[src/rtl/seven_seg_mux_scanner.sv]
// Time-multiplexed seven-segment scanner with per-digit skip, programmable
// dwell and blanking, on-chip hex decode, decimal points and frame strobe.
module seven_seg_mux_scanner #(
  parameter  int NUM_DIGITS   = 4,
  parameter  int DWELL_CYCLES = 4,
  parameter  int BLANK_CYCLES = 1,
  localparam int IDX_W        = (NUM_DIGITS > 1) ? $clog2(NUM_DIGITS) : 1
) (
  input  logic                    div_clock,
  input  logic                    reset,
  input  logic [NUM_DIGITS-1:0]   digit_en,
  input  logic [4*NUM_DIGITS-1:0] digits,
  input  logic [NUM_DIGITS-1:0]   dp_in,
  output logic [NUM_DIGITS-1:0]   anode,
  output logic [6:0]              seg,
  output logic                    dp,
  output logic [IDX_W-1:0]        digit_idx,
  output logic                    frame_done
);

  localparam int CNT_MAX = (DWELL_CYCLES > BLANK_CYCLES) ? DWELL_CYCLES : BLANK_CYCLES;
  localparam int CNT_W   = (CNT_MAX > 1) ? $clog2(CNT_MAX) : 1;
  localparam logic [CNT_W-1:0] DWELL_LAST = CNT_W'(DWELL_CYCLES - 1);
  localparam logic [CNT_W-1:0] BLANK_LAST = CNT_W'((BLANK_CYCLES == 0) ? 0 : BLANK_CYCLES - 1);
  localparam logic [IDX_W-1:0] IDX_RST    = IDX_W'(NUM_DIGITS - 1);

  typedef enum logic {
    ST_BLANK = 1'b0,
    ST_ON    = 1'b1
  } state_e;

  state_e                  state_q, state_d;
  logic [CNT_W-1:0]        cnt_q, cnt_d;
  logic [IDX_W-1:0]        idx_q, idx_d;
  logic [NUM_DIGITS-1:0]   anode_q, anode_d;
  logic [6:0]              seg_q, seg_d;
  logic                    dp_q, dp_d;
  logic                    frame_q, frame_d;

  logic                    nxt_found;
  logic [IDX_W-1:0]        nxt_idx;
  logic [3:0]              nxt_nib;
  logic                    blank_done;

  function automatic logic [6:0] hex_to_seg(input logic [3:0] nib);
    case (nib)
      4'h0: return 7'h40;
      4'h1: return 7'h79;
      4'h2: return 7'h24;
      4'h3: return 7'h30;
      4'h4: return 7'h19;
      4'h5: return 7'h12;
      4'h6: return 7'h02;
      4'h7: return 7'h78;
      4'h8: return 7'h00;
      4'h9: return 7'h10;
      4'hA: return 7'h08;
      4'hB: return 7'h03;
      4'hC: return 7'h46;
      4'hD: return 7'h21;
      4'hE: return 7'h06;
      default: return 7'h0E;
    endcase
  endfunction

  function automatic logic [IDX_W-1:0] wrap_add(input logic [IDX_W-1:0] base, input int k);
    int s;
    s = int'(base) + k;
    if (s >= NUM_DIGITS) s = s - NUM_DIGITS;
    return IDX_W'(s);
  endfunction

  // Upward search with wrap; descending loop so the nearest enabled digit wins
  // and the current digit (k == NUM_DIGITS) is considered last.
  always_comb begin
    nxt_found = 1'b0;
    nxt_idx   = idx_q;
    for (int k = NUM_DIGITS; k >= 1; k--) begin
      if (digit_en[wrap_add(idx_q, k)]) begin
        nxt_found = 1'b1;
        nxt_idx   = wrap_add(idx_q, k);
      end
    end
  end

  assign nxt_nib    = digits[{nxt_idx, 2'b00} +: 4];
  assign blank_done = (BLANK_CYCLES == 0) || (cnt_q == BLANK_LAST);

  always_comb begin
    state_d = state_q;
    cnt_d   = cnt_q + 1'b1;
    idx_d   = idx_q;
    anode_d = anode_q;
    seg_d   = seg_q;
    dp_d    = dp_q;
    frame_d = 1'b0;
    case (state_q)
      ST_BLANK: begin
        if (blank_done) begin
          cnt_d = '0;
          if (nxt_found) begin
            state_d = ST_ON;
            idx_d   = nxt_idx;
            anode_d = ~(NUM_DIGITS'(1) << nxt_idx);
            seg_d   = hex_to_seg(nxt_nib);
            dp_d    = ~dp_in[nxt_idx];
            frame_d = (nxt_idx <= idx_q);
          end
        end
      end
      default: begin
        if (cnt_q == DWELL_LAST) begin
          cnt_d = '0;
          if ((BLANK_CYCLES == 0) && nxt_found) begin
            idx_d   = nxt_idx;
            anode_d = ~(NUM_DIGITS'(1) << nxt_idx);
            seg_d   = hex_to_seg(nxt_nib);
            dp_d    = ~dp_in[nxt_idx];
            frame_d = (nxt_idx <= idx_q);
          end else begin
            state_d = ST_BLANK;
            anode_d = '1;
            seg_d   = 7'h7F;
            dp_d    = 1'b1;
          end
        end
      end
    endcase
  end

  always_ff @(posedge div_clock or negedge reset) begin
    if (!reset) begin
      state_q <= ST_BLANK;
      cnt_q   <= '0;
      idx_q   <= IDX_RST;
      anode_q <= '1;
      seg_q   <= 7'h7F;
      dp_q    <= 1'b1;
      frame_q <= 1'b0;
    end else begin
      state_q <= state_d;
      cnt_q   <= cnt_d;
      idx_q   <= idx_d;
      anode_q <= anode_d;
      seg_q   <= seg_d;
      dp_q    <= dp_d;
      frame_q <= frame_d;
    end
  end

  assign anode      = anode_q;
  assign seg        = seg_q;
  assign dp         = dp_q;
  assign digit_idx  = idx_q;
  assign frame_done = frame_q;

endmodule

[config.mk]
export PLATFORM = sky130hd
export DESIGN_NAME = seven_seg_mux_scanner
export DESIGN_NICKNAME = d
export VERILOG_FILES = /design/src/rtl/seven_seg_mux_scanner.sv
export SDC_FILE = /design/constraint.sdc
export NUM_CORES = 1
export LEC_CHECK = 0
export ABC_AREA = 1
export CORE_ASPECT_RATIO = 0.7
export CORE_UTILIZATION = 45
export CTS_CLUSTER_DIAMETER = 50
export DETAILED_ROUTE_END_ITERATION = 16
export PLACE_DENSITY = 0.77
export SYNTH_ARGS = -nofsm -noshare
export SYNTH_HDL_FRONTEND = slang
export SYNTH_SLANG_ARGS = --single-unit
export TNS_END_PERCENT = 10
[constraint.sdc]
create_clock -name div_clock -period 2.25 [get_ports div_clock]
set_input_delay 0.225 -clock div_clock [delete_from_list [all_inputs] [get_ports div_clock]]
set_output_delay 0.225 -clock div_clock [all_outputs]
set_load 0.005 [all_outputs]
# Word level (Yosys, flattened, before mapping)
# Memory sizes are Yosys's and may differ from the RTL's.
# Cells that the tools add are included.
[word_totals] ff_bits=18 romBits=112 inputBits=26 output_inout_bits=15 elab_cells=83 mem_count=1
[op_classes] addsub=9 magnitude_cmp=10 eq_ne=2 n_shift=2 n_mux=44 bitwise=3 n_reduce_logical=5
[mem_list] memory="(name not given)" depth=16 width=7 read_ports=1 rd_ports_with_merged_regs=0 write_ports=0 line_no="46" source="case (nib)"
[ops] operator="two-way mux 7 bit" n=4
[ops] operator="two-way mux 2 bit" n=11
[ops] operator="two-way mux 1 bit" n=20
[ops] operator="two-way mux 4 bit" n=4
[ops] operator="indexed part select 16 x 5 -> 4 bit" n=1
[ops] operator="less-than comparator 2 x 3 -> 1 bit (second input constant)" n=5
[ops] operator="binary-select mux 1 bit (select 2 bit)" n=5
[ops] operator=">= comparator 3 bit (second input constant)" n=3
[ops] operator="subtractor 2 x 1 -> 2 bit (second input constant)" n=4
[ops] operator="adder 2 x 2 -> 3 bit (second input constant)" n=2
[ops] operator="AND reduction 3 bit" n=2
[ops] operator="adder 2 x 3 -> 4 bit (second input constant)" n=1
[ops] operator=">= comparator 4 x 3 -> 1 bit (second input constant)" n=1
[ops] operator="inverter 4 bit" n=1
[ops] operator="nonzero test 2 bit" n=2
[ops] operator="left shift 1 x 2 -> 4 bit (first input constant)" n=1
[ops] operator="adder 2 x 1 -> 3 bit (second input constant)" n=1
[ops] operator="adder 2 x 1 -> 2 bit (second input constant)" n=1
[ops] operator="== test 2 bit (second input constant)" n=1
[ops] operator="less-or-equal comparator 2 bit" n=1
[ops] operator="logical NOT 2 bit" n=1
[ops] operator="!= test 2 x 1 -> 1 bit (second input constant)" n=1
[ops] operator="inverter 1 bit" n=2

# Longest topological paths before layout
# Gate-level depths: netlist of the first run.
[depth] ltp_word=15 depth_mapped=23 mapped_depth_nobuf=21

# Worst setup path before layout of the first run
# Ideal clock, no wire load.
[synth_timing] kind="register to register" start="register idx_q[0], in the netlist digit_idx[0]" end="register seg_q[3], in the netlist seg[3]" t_arrival_ps=2329 slack_ps=-151 path_stages_with_launch=22 n_path_buf=2 synth_period_minus_slack_ps=2401 cell_sequence="dfstp_2 buf_6 inv_8 nand2_1 nand3_1 nand2_1 inv_2 nand2_4 nand2_4 nand2_4 nand2_4 buf_6 nand3_1 nand2_1 nor2_1 ha_1 inv_1 nand2_1 nand3_1 nand3_1 nand2_1 inv_1"
[synth_between] elab_chain_cells=14 word_cells_on_any_way=39 classes_between="add/sub (8); order compare (4); shift (1); mux (23); reduce/logical (2); memory (1)"
[synth_lines] element="start, declared" line_no="34" source="logic [IDX_W-1:0] idx_q, idx_d;"
[synth_lines] element="start signal, assigned" line_no="143" source="idx_q <= idx_d;"
[synth_lines] element="adder 2 x 3 -> 4 bit" line_no="68" source="s = int'(base) + k;"
[synth_lines] element=">= comparator 4 x 3 -> 1 bit or subtractor 2 x 1 -> 2 bit (tied branches)" line_no="69" source="if (s >= NUM_DIGITS) s = s - NUM_DIGITS;"
[synth_lines] element="two-way mux 2 bit" line_no="69"
[synth_lines] element="binary-select mux 1 bit (select 2 bit)" line_no="79" source="if (digit_en[wrap_add(idx_q, k)]) begin"
[synth_lines] element="two-way mux 1 bit (not written as such)" line_no="79"
[synth_lines] element="two-way mux 2 bit (4 in series)" line_no="79"
[synth_lines] element="indexed part select 16 x 5 -> 4 bit" line_no="86" source="assign nxt_nib = digits[{nxt_idx, 2'b00} +: 4];"
[synth_lines] element="memory read (16 x 7 bit)"
[synth_lines] element="two-way mux 7 bit" line_no="101" source="if (nxt_found) begin"
[synth_lines] element="two-way mux 7 bit" line_no="99" source="if (blank_done) begin"
[synth_lines] element="two-way mux 7 bit" line_no="97" source="case (state_q)"
[synth_lines] element="end signal, assigned" line_no="145" source="seg_q <= seg_d;"
[synth_lines] element="end, declared" line_no="36" source="logic [6:0] seg_q, seg_d;"
# Several ways; a longest one is shown, not always the timed one. The select of a mux whose other input is x is not followed.
# A chain may end at the register's enable or synchronous reset.

# Worst setup path in the final report of the first run
# Ends and elaborated chain as after synthesis.

==> results of run 1 <==
-- placed cells by master (no fill, tap or decap), types with 2 or more instances in the layout --
master            n
a21oi_1           4
a21oi_2           5
buf_4            28
buf_6             4
clkbuf_8          4
clkdlybuf4s50_1  40
dfrtp_1           4
dfstp_2          14
ha_1              5
ha_4              5
inv_1            19
inv_2             4
inv_4             3
nand2_1          51
nand2_2          32
nand2_4          19
nand3_1          13
nand3_2          11
nand3_4           3
nand3b_1          2
nand4_1           2
nor2_1            9
nor2_2            3
nor2_4            2
o21ai_0           4
o21ai_1           2
o21ai_2           2
-- sequential cells by signal (all words and copies together) (netlist names) --
name        cells
state_q         1
dp              1
frame_done      1
seg             7
digit_idx       2
cnt_q           2
anode           4
-- per-stage QoR --
stage | hold WS (ns) | area (um2) | setup WS [ns]
6_report | 0.431 | 2710 | -0.267
5_1_grt | 0.494 | 2710 | -0.374
4_1_cts | 0.437 | 2510 | -0.0983
3_5_place_dp | 0.485 | 2240 | -0.240
3_3_place_gp | 0.481 | 2240 | -0.176
2_1_floorplan | -0.0706 | 1680 | -0.0918
-- repair_timing --
item / 4_1_cts / 5_1_grt
endpoints found under the setup margin: 8 / 8
buffers inserted: 9 / 3
gates cloned: 0 / 1
gates resized for setup: 35 / 42
pin swaps: 23 / 30
hold buffers: 0 / 0
-- path summary, 6_finish.rpt --
kind | cells past startpoint | end | startpoint
max in group asynchronous | 1 | cnt_q[0] | reset
min in group div_clock | 1 | cnt_q[0] | cnt_q[0]
worst min register to register | 1 | cnt_q[0] | cnt_q[0]
worst max-delay path | 22 | seg[3] | digit_idx[0]
worst min-delay path | 1 | state_q | reset
worst max register to register | 22 | seg[3] | digit_idx[0]
-- cell usage after synthesis, drive strengths merged --
library cell,number
nand3b,2
o22a,1
buf,5
a21oi,9
nand4,2
inv,28
or2,1
nor3,1
o32ai,1
nor2,14
dfstp,14
clkbuf,2
dfrtp,4
nor4,1
ha,10
o31ai,1
o21ai,9
nand2,102
nand3,27
-- layout make-up --
class / count / area (um2) / share of cell area [%]
clock buffer: 4 / 55.1 / 2.04
inverter: 28 / 130 / 4.81
timing repair buffer: 73 / 676 / 25.0
multi-input combinational: 182 / 1310 / 48.6
tap: 50 / 62.6 / 2.31
sequential: 18 / 468 / 17.3
-- routing by layer --
metal / vias to the layer above / part of all wire, % / track usage, %
li1: 888 / - / -
met1: 900 / 46 / 37.1
met2: 103 / 44 / 43.5
met3: 24 / 6.5 / 4.38
met4: 0 / 3.9 / 5.03
met5: - / 0 / 0
-- logic make-up after synthesis --
logic type,count (synthesis),share of synthesized area (%)
adder cells (fa/ha/maj),10,7.51
flip-flops,18,28.1
AND/OR/NAND/NOR,150,46.1
AO/OA/AOI/OAI,21,7.81
buffers and inverters,35,10.5
-- worst max-delay path: stages, from the launching register on --
cell and delay (ns):
dfstp_2 0.58, buf_12 0.14, nand2_2 0.07, nand3_4 0.09, nand2_2 0.07, inv_2 0.08, nand2_4 0.09, nand2_4 0.11
nand2_4 0.08, nand2_4 0.11, nand2_2 0.06, nand2_2 0.07, nand2_2 0.07, nand2_4 0.13, inv_6 0.06, buf_6 0.12
ha_4 0.15, nand2_2 0.07, nand2_2 0.05, nand2_2 0.06, nand3_2 0.06, nand2_2 0.07, inv_2 0.03
==> impl_metrics.yaml, run 1 <==
synth:
  synth_area_leaders: "dfstp_2 (22%), nand2_1 (17%), ha_1 (7.5%)"
  synth_top_area_share_pct: 22.1
  syn_inst: 234
  synth_cell_types: 33
  ys_seq_elements: 18
  yosysWarnings: 0
  netlist_area_mm2: 0.00167
  yosysTopAreaCell: "dfstp_2"
  syn-num-nets: 270
  synth_seq_area_share_pct: 28.1
  syn_avg_cell_area_um2: 7.12
clocking:
  worstSkewPairLatency_ns: 0.26
  cts-htree-levels: 1
  cts_num_sinks: 18
  root_buffer: "clkbuf_8"
  cts_tree: "built"
  ctsLongestPathBuffers: 2
  clk_pin_slew_ns: 0.08
  numCtsBuffers: 3
worst_setup_path:
  critical_path_required_ns: 2.44
  ff2ff_setup_slack_ns: -0.27
  cp.arrival_ns: 2.71
  cp-end-kind: "flop"
  cp_max_fo: 7
  critPathLaunchType: "flop"
  critical_path_class: "flop to flop"
place:
  place_hpwl_mm: 3.25
  place_congestion: 0.877
  io_buffers: 40
  placed_cells: 338
floorplanning:
  die_width_um: 74.7
  coreArea_mm2: 0.00354
  dieArea_mm2: 0.00395
  initial_utilization_pct: 47.1
  io_pins: 41
  die_height_um: 52.9
  fp-row-count: 18
timing:
  setup_viol: 7
  clock-skew-final_ns: 0.0109
  fin_crit_ns: 2.52
  tns_ns: -1.49
  rsz0062_at_grt: "true"
  report.final.slew_viol_count: 0
  worst_slew_pin_slew_ns: 0.812
  fmax_ghz: 0.397
  report.final.hold_viol_count: 0
  fin_ws_ns: -0.267
  slew_headroom_pct: 45.7
  period_share_pct: 112
routing:
  ant_nets: 0
  vias: 1915
  drcViolationCount: 0
  drt_first_pass_iters: 5
  wl_per_cell_um: 16.3
  routed_wl_mm: 5.79
  viasPerCell: 5.39
  drt_iter0_drc: 129
flow_run:
  cap_violations: 0
status:
  status: "finished with violations"
  violations: "setup timing"
global_route:
  antenna_found_initial: 0
  grt_pass1_wl_mm: 7.80
  grt_util_all_layers_pct: 26.6
  overflow: 0
  first_global_vias: 1684
  grt_max_degree: 19
finish:
  antenna_cells: 0
  final_nets: 342
  drive_above_1_share_pct: 47.5
  area_growth_pct: 62.4
  final_core_util_pct: 76.5
  fin_cells: 355
  nFillCells: 234
hold_path:
  hold_class: "input port to asynchronous set/reset pin"
Power of run 1 is left out: the tool's default activity adds up to more than one toggle a clock period on the data nets, which glitch-free logic cannot reach.
==> run 2: changes to the inputs <==
--- a/config.mk
+++ b/config.mk
@@ -6,11 +6,13 @@
 export NUM_CORES = 1
 export LEC_CHECK = 0
 export ABC_AREA = 1
+export CELL_PAD_IN_SITES_DETAIL_PLACEMENT = 1
+export CELL_PAD_IN_SITES_GLOBAL_PLACEMENT = 1
 export CORE_ASPECT_RATIO = 0.7
-export CORE_UTILIZATION = 45
+export CORE_UTILIZATION = 32
 export CTS_CLUSTER_DIAMETER = 50
 export DETAILED_ROUTE_END_ITERATION = 16
-export PLACE_DENSITY = 0.77
+export PLACE_DENSITY_LB_ADDON = 0.1
 export SYNTH_ARGS = -nofsm -noshare
 export SYNTH_HDL_FRONTEND = slang
 export SYNTH_SLANG_ARGS = --single-unit
==> constraint.sdc (replaced) <==
create_clock -name div_clock -period 2.1 [get_ports div_clock]
set_input_delay 0.21 -clock div_clock [delete_from_list [all_inputs] [get_ports div_clock]]
set_output_delay 0.21 -clock div_clock [all_outputs]
set_load 0.005 [all_outputs]
==> impl_metrics.yaml, run 2 (same netlist as run 1, synthesis figures left out) <==
status:
  status: "finished with violations"
  violations: "setup timing"
flow_run:
  cap_violations: 0
routing:
  wl_per_cell_um: 14.0
  routed_wl_mm: 5.11
  ant_nets: 0
  drt_iter0_drc: 59
  drcViolationCount: 0
  drt_first_pass_iters: 4
  viasPerCell: 4.59
  vias: 1679
global_route:
  antenna_found_initial: 0
  grt_util_all_layers_pct: 20.2
  grt_max_degree: 13
  overflow: 0
  grt_pass1_wl_mm: 8.55
  first_global_vias: 1721
timing:
  clock-skew-final_ns: 0.00379
  report.final.slew_viol_count: 0
  slew_headroom_pct: 61.7
  period_share_pct: 113
  tns_ns: -1.75
  setup_viol: 8
  report.final.hold_viol_count: 0
  fin_crit_ns: 2.37
  rsz0062_at_grt: "true"
  fmax_ghz: 0.422
  worst_slew_pin_slew_ns: 0.572
  fin_ws_ns: -0.270
finish:
  area_growth_pct: 44.2
  final_nets: 334
  nFillCells: 641
  antenna_cells: 0
  most-common-layout-cells: "nand2_1 (73), clkdlybuf4s50_1 (40), buf_4 (25)"
  layout_commonest_cell: "nand2_1"
  largest_reg_flops: 7
  final_cell_area_mm2: 0.00240
  drive_above_1_share_pct: 33.3
floorplanning:
  die_height_um: 62.4
  die_width_um: 88.2
  initial_utilization_pct: 34.1
  dieArea_mm2: 0.00550
  coreArea_mm2: 0.00489
  fp-row-count: 21
  io_pins: 41
worst_setup_path:
  cp-end-kind: "flop"
  cp.arrival_ns: 2.57
  cp_max_fo: 10
  critical_path_required_ns: 2.30
  ff2ff_setup_slack_ns: -0.27
  r2r_start: "digit_idx[0]"
  critPathLaunchType: "flop"
  rr_endpoint: "seg[3]"
  critical_path_class: "flop to flop"
  reg2reg_depth: 22
place:
  dpl_cell_area_mm2: 0.00229
  io_buffers: 40
  place_hpwl_mm: 4.15
  place_congestion: 0.808
clocking:
  cts_tree: "built"
  numCtsBuffers: 3
  cts-htree-levels: 1
  ctsLongestPathBuffers: 2
  cts_num_sinks: 18
  clk_pin_slew_ns: 0.08
  hold_buffers: 0
  root_buffer: "clkbuf_8"
  worstSkewPairLatency_ns: 0.26
hold_path:
  hold_class: "input port to asynchronous set/reset pin"
[run 2: how the worst max path moves through the flow]
stage	startpoint	endpoint	slack (ns)	cells after the start
6_report	digit_idx[0]	seg[3]	-0.27	22
5_1_grt	digit_idx[0]	seg[3]	-0.46	21
4_1_cts	digit_idx[0]	seg[3]	-0.26	22
3_5_place_dp	digit_en[3]	seg[5]	-0.38	19
3_3_place_gp	digit_en[3]	seg[5]	-0.34	19
2_1_floorplan	digit_idx[0]	seg[3]	-0.24	22
[run 2: worst max-delay path, cell delays in order, from the launching register on]
cell,delay [ns]
dfstp_2,0.55
buf_12,0.14
inv_8,0.05
nand2_2,0.05
nand2_2,0.08
nand2_2,0.09
nand2_2,0.07
inv_4,0.09
nand2_4,0.08
nand2_4,0.09
nand2_4,0.07
nand2_1,0.07
nand2_1,0.05
nand2_1,0.07
nand2_2,0.08
inv_2,0.09
ha_2,0.19
nand2_1,0.08
nand2_1,0.10
nand2_1,0.06
nand3_1,0.06
nand2_1,0.05
inv_1,0.05
[run 2: timing repair]
| action | CTS | global route |
|---|---|---|
| pin swaps | 7 | 1 |
| endpoints found under the setup margin | 11 | 11 |
| buffers inserted | 1 | 1 |
| gates resized for setup | 4 | 6 |
[run 2: layout make-up]
class | count | area, um2 | area share [%]
inverters | 28 | 118 | 4.90
well taps | 69 | 86.3 | 3.60
flip-flops and latches | 18 | 468 | 19.5
clock buffers | 4 | 55.1 | 2.29
repair buffers | 66 | 608 | 25.3
multi-input cells | 181 | 1070 | 44.4
[run 2: metal layers]
| layer | wire length [um] | share of wire (%) | up-vias | global-route usage (%) |
|---|---|---|---|---|
| met5 | 0 | 0 | - | 0 |
| met4 | 24 | 0.47 | 0 | 2.82 |
| met3 | 212 | 4.1 | 2 | 3.99 |
| met2 | 2050 | 40 | 28 | 29.6 |
| met1 | 2830 | 55 | 781 | 31.0 |
| li1 | - | - | 868 | - |
[run 2: stage by stage]
stage | hold WS (ns) | utilization (%) | cells | setup slack, ns
2_1_floorplan | -0.0856 | - | 234 | -0.242
3_3_place_gp | 0.479 | 46.8 | 360 | -0.343
3_5_place_dp | 0.495 | 46.8 | 360 | -0.384
4_1_cts | 0.330 | 48.5 | 365 | -0.264
5_1_grt | 0.349 | 49.1 | 366 | -0.458
6_report | 0.314 | 49.1 | 366 | -0.270
Power of run 2 is left out for the same reason.
==> run 3: changes to the inputs <==
--- a/config.mk
+++ b/config.mk
@@ -12,7 +12,7 @@
 export CORE_UTILIZATION = 32
 export CTS_CLUSTER_DIAMETER = 50
 export DETAILED_ROUTE_END_ITERATION = 16
-export PLACE_DENSITY_LB_ADDON = 0.1
+export PLACE_DENSITY = 0.77
 export SYNTH_ARGS = -nofsm -noshare
 export SYNTH_HDL_FRONTEND = slang
 export SYNTH_SLANG_ARGS = --single-unit
==> impl_metrics.yaml, run 3 (same netlist as run 1, synthesis figures left out) <==
routing:
  drcViolationCount: 0
  wl_per_cell_um: 15.8
  drt_iter0_drc: 92
  drt_first_pass_iters: 4
  vias: 1823
  routed_wl_mm: 5.96
  ant_nets: 0
  viasPerCell: 4.82
worst_setup_path:
  cpPeakStageDelay_ns: 0.58
  crit_buf_inv: 3
  critical_path_required_ns: 2.30
  cp-end-kind: "flop"
  critical_path_class: "flop to flop"
  cp_max_fo: 7
  cp_slowest_cell: "dfstp_2"
  path_cells: "buf_12, inv_8, nand2_2, nand2_2, nand2_2, nand2_2, nand2_4, nand2_4, nand2_4, nand2_4, nand2_1, nand2_1, nand2_1, nand2_2, buf_4, ha_1, nand2_1, nand3_1, nand2_1, a21oi_2"
  cp_num_cells: 20
  cp.arrival_ns: 2.70
  critPathLaunchType: "flop"
  reg2reg_depth: 20
  path_delay_family: "simple AND/OR/NAND/NOR gates"
timing:
  rsz0062_at_grt: "true"
  report.final.hold_viol_count: 0
  fin_ws_ns: -0.404
  setup_viol: 9
  period_share_pct: 119
  slew_headroom_pct: 60.9
  worst_slew_pin_slew_ns: 0.585
  report.final.slew_viol_count: 0
  fin_crit_ns: 2.50
  fmax_ghz: 0.399
  clock-skew-final_ns: 0.00653
clocking:
  ctsLongestPathBuffers: 2
  cts_num_sinks: 18
  hold_buffers: 0
  root_buffer: "clkbuf_8"
  cts-htree-levels: 1
  cts_tree: "built"
  worstSkewPairLatency_ns: 0.26
  clk_pin_slew_ns: 0.08
  numCtsBuffers: 3
floorplanning:
  dieArea_mm2: 0.00550
  io_pins: 41
  fp-row-count: 21
  initial_utilization_pct: 34.1
  coreArea_mm2: 0.00489
  die_width_um: 88.2
  die_height_um: 62.4
global_route:
  grt_max_degree: 14
  antenna_found_initial: 0
  grt_util_all_layers_pct: 21.1
  first_global_vias: 1835
  grt_pass1_wl_mm: 9.05
  overflow: 0
finish:
  final_nets: 346
  final_core_util_pct: 53.4
  nFillCells: 633
  area_growth_pct: 56.6
  antenna_cells: 0
  register_area_um2: 468
  fin_cells: 378
  most-common-layout-cells: "nand2_1 (63), clkdlybuf4s50_1 (40), nand2_2 (32), buf_4 (32), inv_1 (20)"
  multi_input_area_mm2: 0.00117
  largest_reg_flops: 7
  drive_above_1_share_pct: 43.0
  layout_commonest_cell: "nand2_1"
hold_path:
  hold_class: "input port to asynchronous set/reset pin"
place:
  place_hpwl_mm: 4.04
  place_congestion: 0.779
  io_buffers: 40
  placed_cells: 361
flow_run:
  cap_violations: 0
status:
  violations: "setup timing"
  status: "finished with violations"
run 3: cell count changes in the layout (fill, tap and decap cells not counted), sizes merged:
cell,before,now
nor2,14,15
buf,26,37
run 3: layer usage:
layer	track usage (%)	routed length (um)	part of all wire [%]	up-vias
li1	-	-	-	886
met1	30.7	2900	49	884
met2	32.9	2750	46	43
met3	3.59	232	3.9	10
met4	3.83	80	1.3	0
met5	0	0	0	-
run 3: area by class of cell:
cell class	instances	share of cell area, %
clock buffer	4	2.11
inverter	28	4.61
multi-input combinational	182	45.0
sequential	18	17.9
tap	69	3.31
timing repair buffer	77	27.1
run 3: path summary, 6_finish.rpt:
kind                               from          to  slack (ns)
max                        digit_idx[0]      seg[0]       -0.40
min reg2reg                    anode[3]    anode[3]        0.50
max in group asynchronous         reset      seg[2]        1.17
max reg2reg                digit_idx[0]      seg[0]       -0.40
min in group div_clock         anode[3]    anode[3]        0.50
min                               reset  frame_done        0.32
run 3: metrics by stage:
stage	TNS (ns)	area (um2)	setup slack [ns]	hold slack (ns)
after CTS	-1.57	2470	-0.257	0.332
after global routing	-3.78	2610	-0.537	0.371
after global placement	-2.19	2290	-0.360	0.479
after floorplan	-1.15	1680	-0.242	-0.0856
after detailed placement	-2.74	2290	-0.406	0.495
final	-2.49	2610	-0.404	0.319
run 3: what timing repair did:
action,4_1_cts,5_1_grt
endpoints found under the setup margin,9,11
resized for setup,13,28
gates cloned,0,1
pin swaps,15,19
setup buffers,8,4
Power of run 3 is left out for the same reason.
